===== src/rtl/serial_subtractor.sv =====
// serial_subtractor: multi-cycle LSB-first subtractor processing STEP bits per clock with a registered borrow.
// Define SERIAL_SUB_BRIN_EN to add the brin borrow-in port for multi-word chaining.
module serial_subtractor #(
  parameter int WIDTH = 8,
  parameter int STEP  = 1
) (
  input  logic             clk,
  input  logic             rst_n,
  input  logic             start,
  input  logic [WIDTH-1:0] a,
  input  logic [WIDTH-1:0] b,
`ifdef SERIAL_SUB_BRIN_EN
  input  logic             brin,
`endif
  output logic             busy,
  output logic             done,
  output logic [WIDTH-1:0] d,
  output logic             brout,
  output logic             ovf
);
  localparam int N  = WIDTH / STEP;
  localparam int CW = N > 1 ? $clog2(N) : 1;
  typedef enum logic [1:0] {IDLE, RUN, DONE} state_t;
  state_t           state_q, state_d;
  logic [WIDTH-1:0] a_q, a_d, b_q, b_d, r_q, r_d, d_q, d_d;
  logic             bor_q, bor_d, sa_q, sa_d, sb_q, sb_d, brout_q, brout_d, ovf_q, ovf_d;
  logic [CW-1:0]    cnt_q, cnt_d;
  logic [STEP:0]    slice;
  logic             bin;
`ifdef SERIAL_SUB_BRIN_EN
  assign bin = brin;
`else
  assign bin = 1'b0;
`endif
  // Low STEP bits of each operand minus the carried borrow; the extra MSB is the borrow out.
  assign slice = {1'b0, a_q[STEP-1:0]} - {1'b0, b_q[STEP-1:0]} - {{STEP{1'b0}}, bor_q};
  always_comb begin
    state_d = state_q;
    a_d     = a_q;
    b_d     = b_q;
    r_d     = r_q;
    d_d     = d_q;
    bor_d   = bor_q;
    sa_d    = sa_q;
    sb_d    = sb_q;
    brout_d = brout_q;
    ovf_d   = ovf_q;
    cnt_d   = cnt_q;
    if (state_q == RUN) begin
      a_d   = a_q >> STEP;
      b_d   = b_q >> STEP;
      r_d   = (r_q >> STEP) | (WIDTH'(slice[STEP-1:0]) << (WIDTH - STEP));
      bor_d = slice[STEP];
      cnt_d = cnt_q + 1'b1;
      if (cnt_q == CW'(N - 1)) begin
        state_d = DONE;
        d_d     = r_d;
        brout_d = slice[STEP];
        ovf_d   = (sa_q != sb_q) && (r_d[WIDTH-1] != sa_q);
      end
    end else if (start) begin
      state_d = RUN;
      a_d     = a;
      b_d     = b;
      sa_d    = a[WIDTH-1];
      sb_d    = b[WIDTH-1];
      bor_d   = bin;
      cnt_d   = '0;
    end else begin
      state_d = IDLE;
    end
  end
  always_ff @(posedge clk or negedge rst_n) begin
    if (!rst_n) begin
      state_q <= IDLE;
      a_q     <= '0;
      b_q     <= '0;
      r_q     <= '0;
      d_q     <= '0;
      bor_q   <= 1'b0;
      sa_q    <= 1'b0;
      sb_q    <= 1'b0;
      brout_q <= 1'b0;
      ovf_q   <= 1'b0;
      cnt_q   <= '0;
    end else begin
      state_q <= state_d;
      a_q     <= a_d;
      b_q     <= b_d;
      r_q     <= r_d;
      d_q     <= d_d;
      bor_q   <= bor_d;
      sa_q    <= sa_d;
      sb_q    <= sb_d;
      brout_q <= brout_d;
      ovf_q   <= ovf_d;
      cnt_q   <= cnt_d;
    end
  end
  assign busy  = state_q == RUN;
  assign done  = state_q == DONE;
  assign d     = d_q;
  assign brout = brout_q;
  assign ovf   = ovf_q;
endmodule


===== config.mk =====
export PLATFORM = sky130hd
export DESIGN_NAME = serial_subtractor
export DESIGN_NICKNAME = d
export VERILOG_FILES = /design/src/rtl/serial_subtractor.sv
export SDC_FILE = /design/constraint.sdc
export NUM_CORES = 1
export LEC_CHECK = 0
export ABC_AREA = 1
export CAP_MARGIN = 0
export CORE_MARGIN = 10
export CORE_UTILIZATION = 30
export DETAILED_ROUTE_END_ITERATION = 8
export PLACE_DENSITY_LB_ADDON = 0.08
export SYNTH_ARGS = -nofsm -noshare
export SYNTH_HDL_FRONTEND = slang
export SYNTH_SLANG_ARGS = --single-unit

===== constraint.sdc =====
create_clock -name clk -period 1.7 [get_ports clk]
set_input_delay 0.34 -clock clk [delete_from_list [all_inputs] [get_ports clk]]
set_output_delay 0.34 -clock clk [all_outputs]
set_load 0.1 [all_outputs]

* Word-level counts from Yosys, hierarchy flattened
Cells that the tools add are included.
** Word-level totals
- Register bits after elaboration :: 42
- Latch bits :: 0
- Bits in writable memories :: 0
- Bits in read-only memories :: 0
- Bits of input ports :: 19
- Output and inout bits :: 12
- Logic and storage cells :: 37
- Memories :: 0
** Cells by class
- Add/subtract/negate cells :: 3
- Multiply operators :: 0
- Divide/modulo/power cells :: 0
- Order comparisons :: 0
- Equality and inequality tests :: 6
- Shifts and indexed selects :: 0
- Mux-type cells :: 11
- Bitwise operators :: 2
- Reduce and logical (&&, ||, !) cells :: 4
** Operator list (number)
- 8-bit two-way mux :: 4
- 7-bit by 8-bit OR with 8-bit output :: 1
- 3-bit two-way mux :: 2
- 2-bit two-way mux :: 2
- 2-bit AND reduction :: 2
- 3-bit by 1-bit adder with 3-bit output, second input constant :: 1
- 3-bit equality test, second input constant :: 1
- 1-bit two-way mux :: 3
- 2-bit by 1-bit equality test with 1-bit output, second input constant :: 1
- 2-bit equality test, second input constant :: 1
- 1-bit inequality test :: 2
- 2-bit by 1-bit inequality test with 1-bit output, second input constant :: 1
- 2-bit nonzero test :: 1
- 1-bit by 1-bit subtractor with 2-bit output :: 1
- 2-bit by 1-bit subtractor with 2-bit output :: 1
- 1-bit logical AND :: 1
- 1-bit inverter :: 1

* Depth between registers and ports, before layout
Gate-level depths: netlist of run 1.
- Word-level depth :: 5
- Gate-level depth with buffers :: 7
- Depth with buffers taken out :: 7

* Worst setup path before layout of run 1
Ideal clock, no wire load.
- Kind :: reg-to-output
- Start :: register state_q[0]
- End :: output done
- Arrival :: 1655 ps
- Slack :: -295 ps
- Stages on the path, launching flop included :: 2
- Path buffers :: 0
- Path through :: dfrtp_1 nor2_1
** Between the ends
- Cells in the longest elaborated chain, start to end :: 1
** Ends and longest elaborated chain
- start, declared :: RTL line 24 : state_t state_q, state_d;
- start signal, assigned :: RTL line 87 : state_q <= state_d;
- 2-bit equality test :: RTL line 101 : assign done = state_q == DONE;
- end, declared :: RTL line 16 : output logic done,
Every way passes these cells.

* Final worst setup path of run 1
- Start :: register state_q[0]
- End :: output busy
** Between the ends
- Cells in the longest elaborated chain, start to end :: 1
** Ends and longest elaborated chain
- 2-bit by 1-bit equality test with 1-bit output :: RTL line 100 : assign busy = state_q == RUN;
- end, declared :: RTL line 15 : output logic busy,
Every way passes these cells.

==> metrics, run 1 <==
Syn Nets 217; Post-synth EDFFs 0; cell family with most CP delay flip-flops; Hold Crit Class flip-flop to flip-flop; Die Area roughly 9400 um^2; Max FO, Critical Path 4; Yosys top cell by area dfrtp_1; Nets between 200 and 300; worst hold slack 0.492 ns; Die Y 97.2 um; DR WL/cell 13.2 um; Initial DRC Count 88; number of global-route vias before repair 1479; Slew Limit Fails 0; initial core utilization 30.6%; number of cells on the critical path 3; Worst Path Arrival 1.21 ns; Post-Synth Simple-Gate Area 26.6%; Seq/Total Area, Yosys 57.4%; Worst VDD drop 0.000896 V; DR pass1 iterations 4; ys flop type dfrtp_1; GRT Residual Overflow 0; Final ANT Viol Nets 0; TNS Setup 0 ns; DR vias/cell 4.51; outcome finished, final reports clean; DRT Wirelength slightly above 4000 um; core area approximately 5900 um^2; input/output buffers 30; crit path cell chain inv_1 > nor2_2 > buf_12; TritonCTS Buffers 5; final hold violations 0; Area Growth Syn to Fin 34.4%; Critical Path Sink Type output port; top-count cell post-synth nand2_1; Total GRT Usage under 10%; post-route cell area about 2400 um^2; antenna cells 0; average cell area after synthesis between 9 and 10 um^2; critical path class flip-flop to output port; distinct cell type count after synthesis 17; layout cell share with drive strength beyond 1 16.5%; Tot Pwr 4990 uW; FF-to-FF setup slack roughly 0.3 ns; worst path bufs/invs 2; Async SR Flop Fraction 100%; max cap viols 0; final routed DRC violation total 0; post-synthesis cell count 195; Syn. warnings 0; most frequent cells after synthesis nand2_1 (59), nand3_1 (44), dfrtp_1 (41); Slew Limit Headroom 69.0%; RSZ-0062 raised after global routing no; worst r2r src a_q[0]; post-synth top area share 57.4%; initial antenna violation count 0; CTS tree done; Worst-Margin Slew 0.464 ns; Tcrit/Tclk final 91.4%; Startpoint Class flip-flop; clock skew 0.00984 ns; FF-to-FF End ovf; post-layout util between 40% and 50%; placed wire-length estimate 2840 um; Req. time, crit path between 1 and 1.5 ns; postcts setup bufs 0; worst r2r path cells 7; Synth Area in Adders 2.52%; Compound-Gate Fraction of Synth Area 5.67%; fmax 644 MHz; # rows 28; CP startpoint state_q[0]; first-pass GRT wire length 7040 um; post-synthesis register bit count just over 40; CTS sink count 41; PostCTS Resize Cnt 0; fin crit period 1.55 ns; leakage power 0.00116 uW; pin count of the biggest net entering global routing 24; H-tree depth 2; Fill cells 606; clk_lat worst skew 0.30 ns; Mapped Area about 1800 um^2; CTS Buffer Depth 2; mux cell area share after synthesis 0%; Synth Area in XOR/XNOR 0%; Worst path slowest cell dfrtp_1; pwr dens 2080 nW/um^2; Largest stage delay, worst path 0.39 ns; Worst-path clk slew 0.08 ns; routed vias 1377; clock root buffer clkbuf_8; Hold-fix buffers, CTS 1; Horiz. Die Dim slightly below 100 um; Area contributors post-synth dfrtp_1 (57%), nand2_1 (12%), nand3_1 (12%); number of setup violations in the final report 0; CP endpoint busy; Final Wtd Congestion 0.700; Area after DPL 2280 um^2; I/O pin cnt 31; largest family of logic cells by synthesized area simple AND/OR/NAND/NOR gates
-- registers in the layout (all words and copies together), names as in the netlist, 2 cells and up --
name / count
d: 8
state_q: 2
cnt_q: 3
b_q: 8
r_q: 7
a_q: 8
-- through the flow --
step                      worst slack [ns]  std cells
after CTS                            0.110        305
after global routing                0.0749        305
final                                0.147        305
after global placement               0.237        296
after floorplan                      0.159        195
after detailed placement             0.232        296
-- power breakdown --
group	switching, uW	internal, uW	leakage [uW]
registers	281	1380	0.000524
clock network	366	440	0.0000543
logic	1630	891	0.000584
total	2280	2710	0.00116
-- cell usage in the layout, fill, tap and decap left out, types with 2 or more instances in the layout --
cell and instances:
o21ai_0 7, nand2_2 2, nand2_1 59, nor2_1 3
o21ai_2 7, clkdlybuf4s50_1 17, nand3_1 44, buf_4 5
clkbuf_8 5, inv_1 16, dfrtp_1 41, buf_12 13
nor2_2 2, ha_1 2
-- layer usage --
metal,GRT usage (%),up-vias,part of all wire [%]
met5,0,-,0
met4,4.09,0,1.7
met3,3.13,8,4.8
met2,14.4,23,49
met1,10.4,655,45
li1,-,691,-
-- kinds of logic after synthesis --
group           count (synthesis)
flops                          41
fa+ha+maj                       3
buf+inv                        26
simple gates                  110
compound gates                 15
-- worst reg2reg max path, cell delays in order, from the launching register on --
cell and delay (ns):
dfrtp_1 0.35, inv_1 0.06, fa_1 0.62, inv_1 0.06, nand3_1 0.07, nand2_1 0.05, nand2_1 0.05, nand2_1 0.04
-- cell type report --
type / count / area (um^2) / share of cell area [%]
Clock buffer: 5 / 68.8 / 2.86
Clock inverter: 3 / 46.3 / 1.93
Inverter: 16 / 60.1 / 2.50
Multi-Input combinational cell: 128 / 624 / 26.0
Sequential cell: 41 / 1030 / 42.7
Tap cell: 75 / 93.8 / 3.91
Timing Repair Buffer: 37 / 483 / 20.1
-- how the worst min path moves through the flow --
stage                        start  cells after the start  slack [ns]       end
after detailed placement     rst_n                      1        0.32      d[0]
final                       r_q[2]                      2        0.49    r_q[2]
after global routing      cnt_q[0]                      1        0.52  cnt_q[0]
after global placement       rst_n                      1        0.32      d[0]
after CTS                   r_q[2]                      2        0.50    r_q[2]
after floorplan              rst_n                      0        0.04    a_q[0]
Power figures use the tool's default switching activity.
==> run 2: changes to the inputs <==
--- a/config.mk
+++ b/config.mk
@@ -13,2 +13,3 @@
 export PLACE_DENSITY_LB_ADDON = 0.08
+export SETUP_SLACK_MARGIN = 0.05
 export SYNTH_ARGS = -nofsm -noshare
==> constraint.sdc (replaced) <==
create_clock -name clk -period 1.7 [get_ports clk]
set_input_delay 0.17 -clock clk [delete_from_list [all_inputs] [get_ports clk]]
set_output_delay 0.17 -clock clk [all_outputs]
set_load 0.1 [all_outputs]
==> metrics, run 2 (same netlist as run 1, synthesis figures left out) <==
commonest non-fill, non-tap cell in the layout nand2_1 (unchanged); final worst slack 0.174 ns (was 0.147 ns); CTS sink count 41 (unchanged); pwr dens 2030 nW/um^2 (was 2080 nW/um^2); leakage power 0.00113 uW (was 0.00116 uW); Startpoint Class flip-flop (unchanged); Worst-Margin Slew 0.523 ns (was 0.464 ns); Initial DRC Count 61 (was 88); placed wire-length estimate 2760 um (was 2840 um); outcome finished, final reports clean (unchanged); DR vias/cell 4.60 (was 4.51); input/output buffers 30 (unchanged); Worst Path Arrival 1.36 ns (was 1.21 ns); number of setup violations in the final report 0 (unchanged); critical path class flip-flop to output port (unchanged); number of global-route vias before repair 1483 (was 1479); initial core utilization 30.6% (unchanged); Worst-path clk slew 0.07 ns (was 0.08 ns); fin crit period 1.53 ns (was 1.55 ns); RSZ-0062 raised after global routing no (unchanged); Hold Crit Class input pin to flip-flop (was flip-flop to flip-flop); final hold violations 0 (unchanged); Tcrit/Tclk final 89.7% (was 91.4%); post-layout util 39.3% (was 41.1%); # rows 28 (unchanged); fmax 655 MHz (was 644 MHz); crit path cell chain inv_1 > nor2_2 > buf_4 > buf_12 (was inv_1 > nor2_2 > buf_12); Nets 251 (unchanged); Final ANT Viol Nets 0 (unchanged); I/O pin cnt 31 (unchanged); placed cells 296 (unchanged); clk_lat worst skew 0.29 ns (was 0.30 ns); antenna cells 0 (unchanged); clock root buffer clkbuf_8 (unchanged); Area Growth Syn to Fin 28.6% (was 34.4%); pin count of the biggest net entering global routing 42 (was 24); CTS Buffer Depth 2 (unchanged); max cap viols 0 (unchanged); Fill cells 604 (was 606); Place WS 0.229 ns (was 0.232 ns); layout cell share with drive strength beyond 1 15.7% (was 16.5%); clock skew 0.00872 ns (was 0.00984 ns); initial antenna violation count 0 (unchanged); core area 5850 um^2 (unchanged); Final Wtd Congestion 0.714 (was 0.700); GRT Residual Overflow 0 (unchanged); DR pass1 iterations 4 (unchanged); Req. time, crit path 1.53 ns (was 1.36 ns); CTS tree done (unchanged); Slew Limit Fails 0 (unchanged); Worst VDD drop 0.000871 V (was 0.000896 V); Tot Pwr 4670 uW (was 4990 uW); Die Y 97.2 um (unchanged); Slew Limit Headroom 65.1% (was 69.0%); routed vias 1398 (was 1377); H-tree depth 2 (unchanged); most frequent cells in the layout nand2_1 (59), nand3_1 (44), dfrtp_1 (41) (unchanged); DR WL/cell 12.8 um (was 13.2 um); Max FO, Critical Path 19 (was 4); Largest stage delay, worst path 0.40 ns (was 0.39 ns); Critical Path Sink Type output port (unchanged); Die Area 9450 um^2 (unchanged); TNS Setup 0 ns (unchanged); TritonCTS Buffers 5 (unchanged); first-pass GRT wire length 6990 um (was 7040 um); Total GRT Usage 8.77% (was 8.92%); DRT Wirelength 3900 um (was 4030 um); final routed DRC violation total 0 (unchanged); final std cells w/o fill 304 (was 305); Horiz. Die Dim 97.2 um (unchanged); Worst path slowest cell dfrtp_1 (unchanged)
run 2: routing by layer:
metal	track usage, %	up-vias	share of wire [%]
li1	-	692	-
met2	14.2	25	47
met5	0	-	0
met3	3.06	5	5.3
met4	3.41	0	1.2
met1	10.3	676	46
run 2: report_power, final:
part	internal [uW]	total (uW)	switching, uW	leakage [uW]
sequential	1380	1630	250	0.000524
combinational	758	2390	1640	0.000561
clock	322	646	323	0.0000443
run 2: cell type report:
class	instances	area (um^2)	share of cell area [%]
multi-input combinational	128	624	27.2
tap	75	93.8	4.08
sequential	41	1030	44.6
timing repair buffer	37	408	17.7
clock buffer	7	86.3	3.76
inverter	16	60.1	2.61
run 2: path summary, 6_finish.rpt:
check / startpoint / to / slack (ns) / depth (start not counted)
min in group asynchronous: rst_n / d[0] / 0.48 / 3
max in group asynchronous: rst_n / b_q[4] / 0.87 / 3
min: a[7] / sa_q / 0.44 / 3
max: state_q[0] / busy / 0.17 / 4
max reg2reg: a_q[0] / ovf / 0.24 / 7
min reg2reg: cnt_q[0] / cnt_q[0] / 0.47 / 1
run 2: per-stage QoR:
step                cell area [um^2]  hold slack, ns
detailed placement              2200           0.273
finish                          2300           0.445
global route                    2300           0.465
global placement                2200           0.283
floorplan                       1790          -0.126
CTS                             2300           0.439
run 2: worst max-delay path, delay by kind of cell (launching register included):
family        cells  cell delay [ns]
flops             1             0.40
buf+inv           3             0.55
simple gates      1             0.12
run 2: timing repair:
action	in CTS	in global routing
gates resized for setup	0	0
endpoints found under the hold margin	41	0
buffers inserted	0	0
hold buffers	1	0
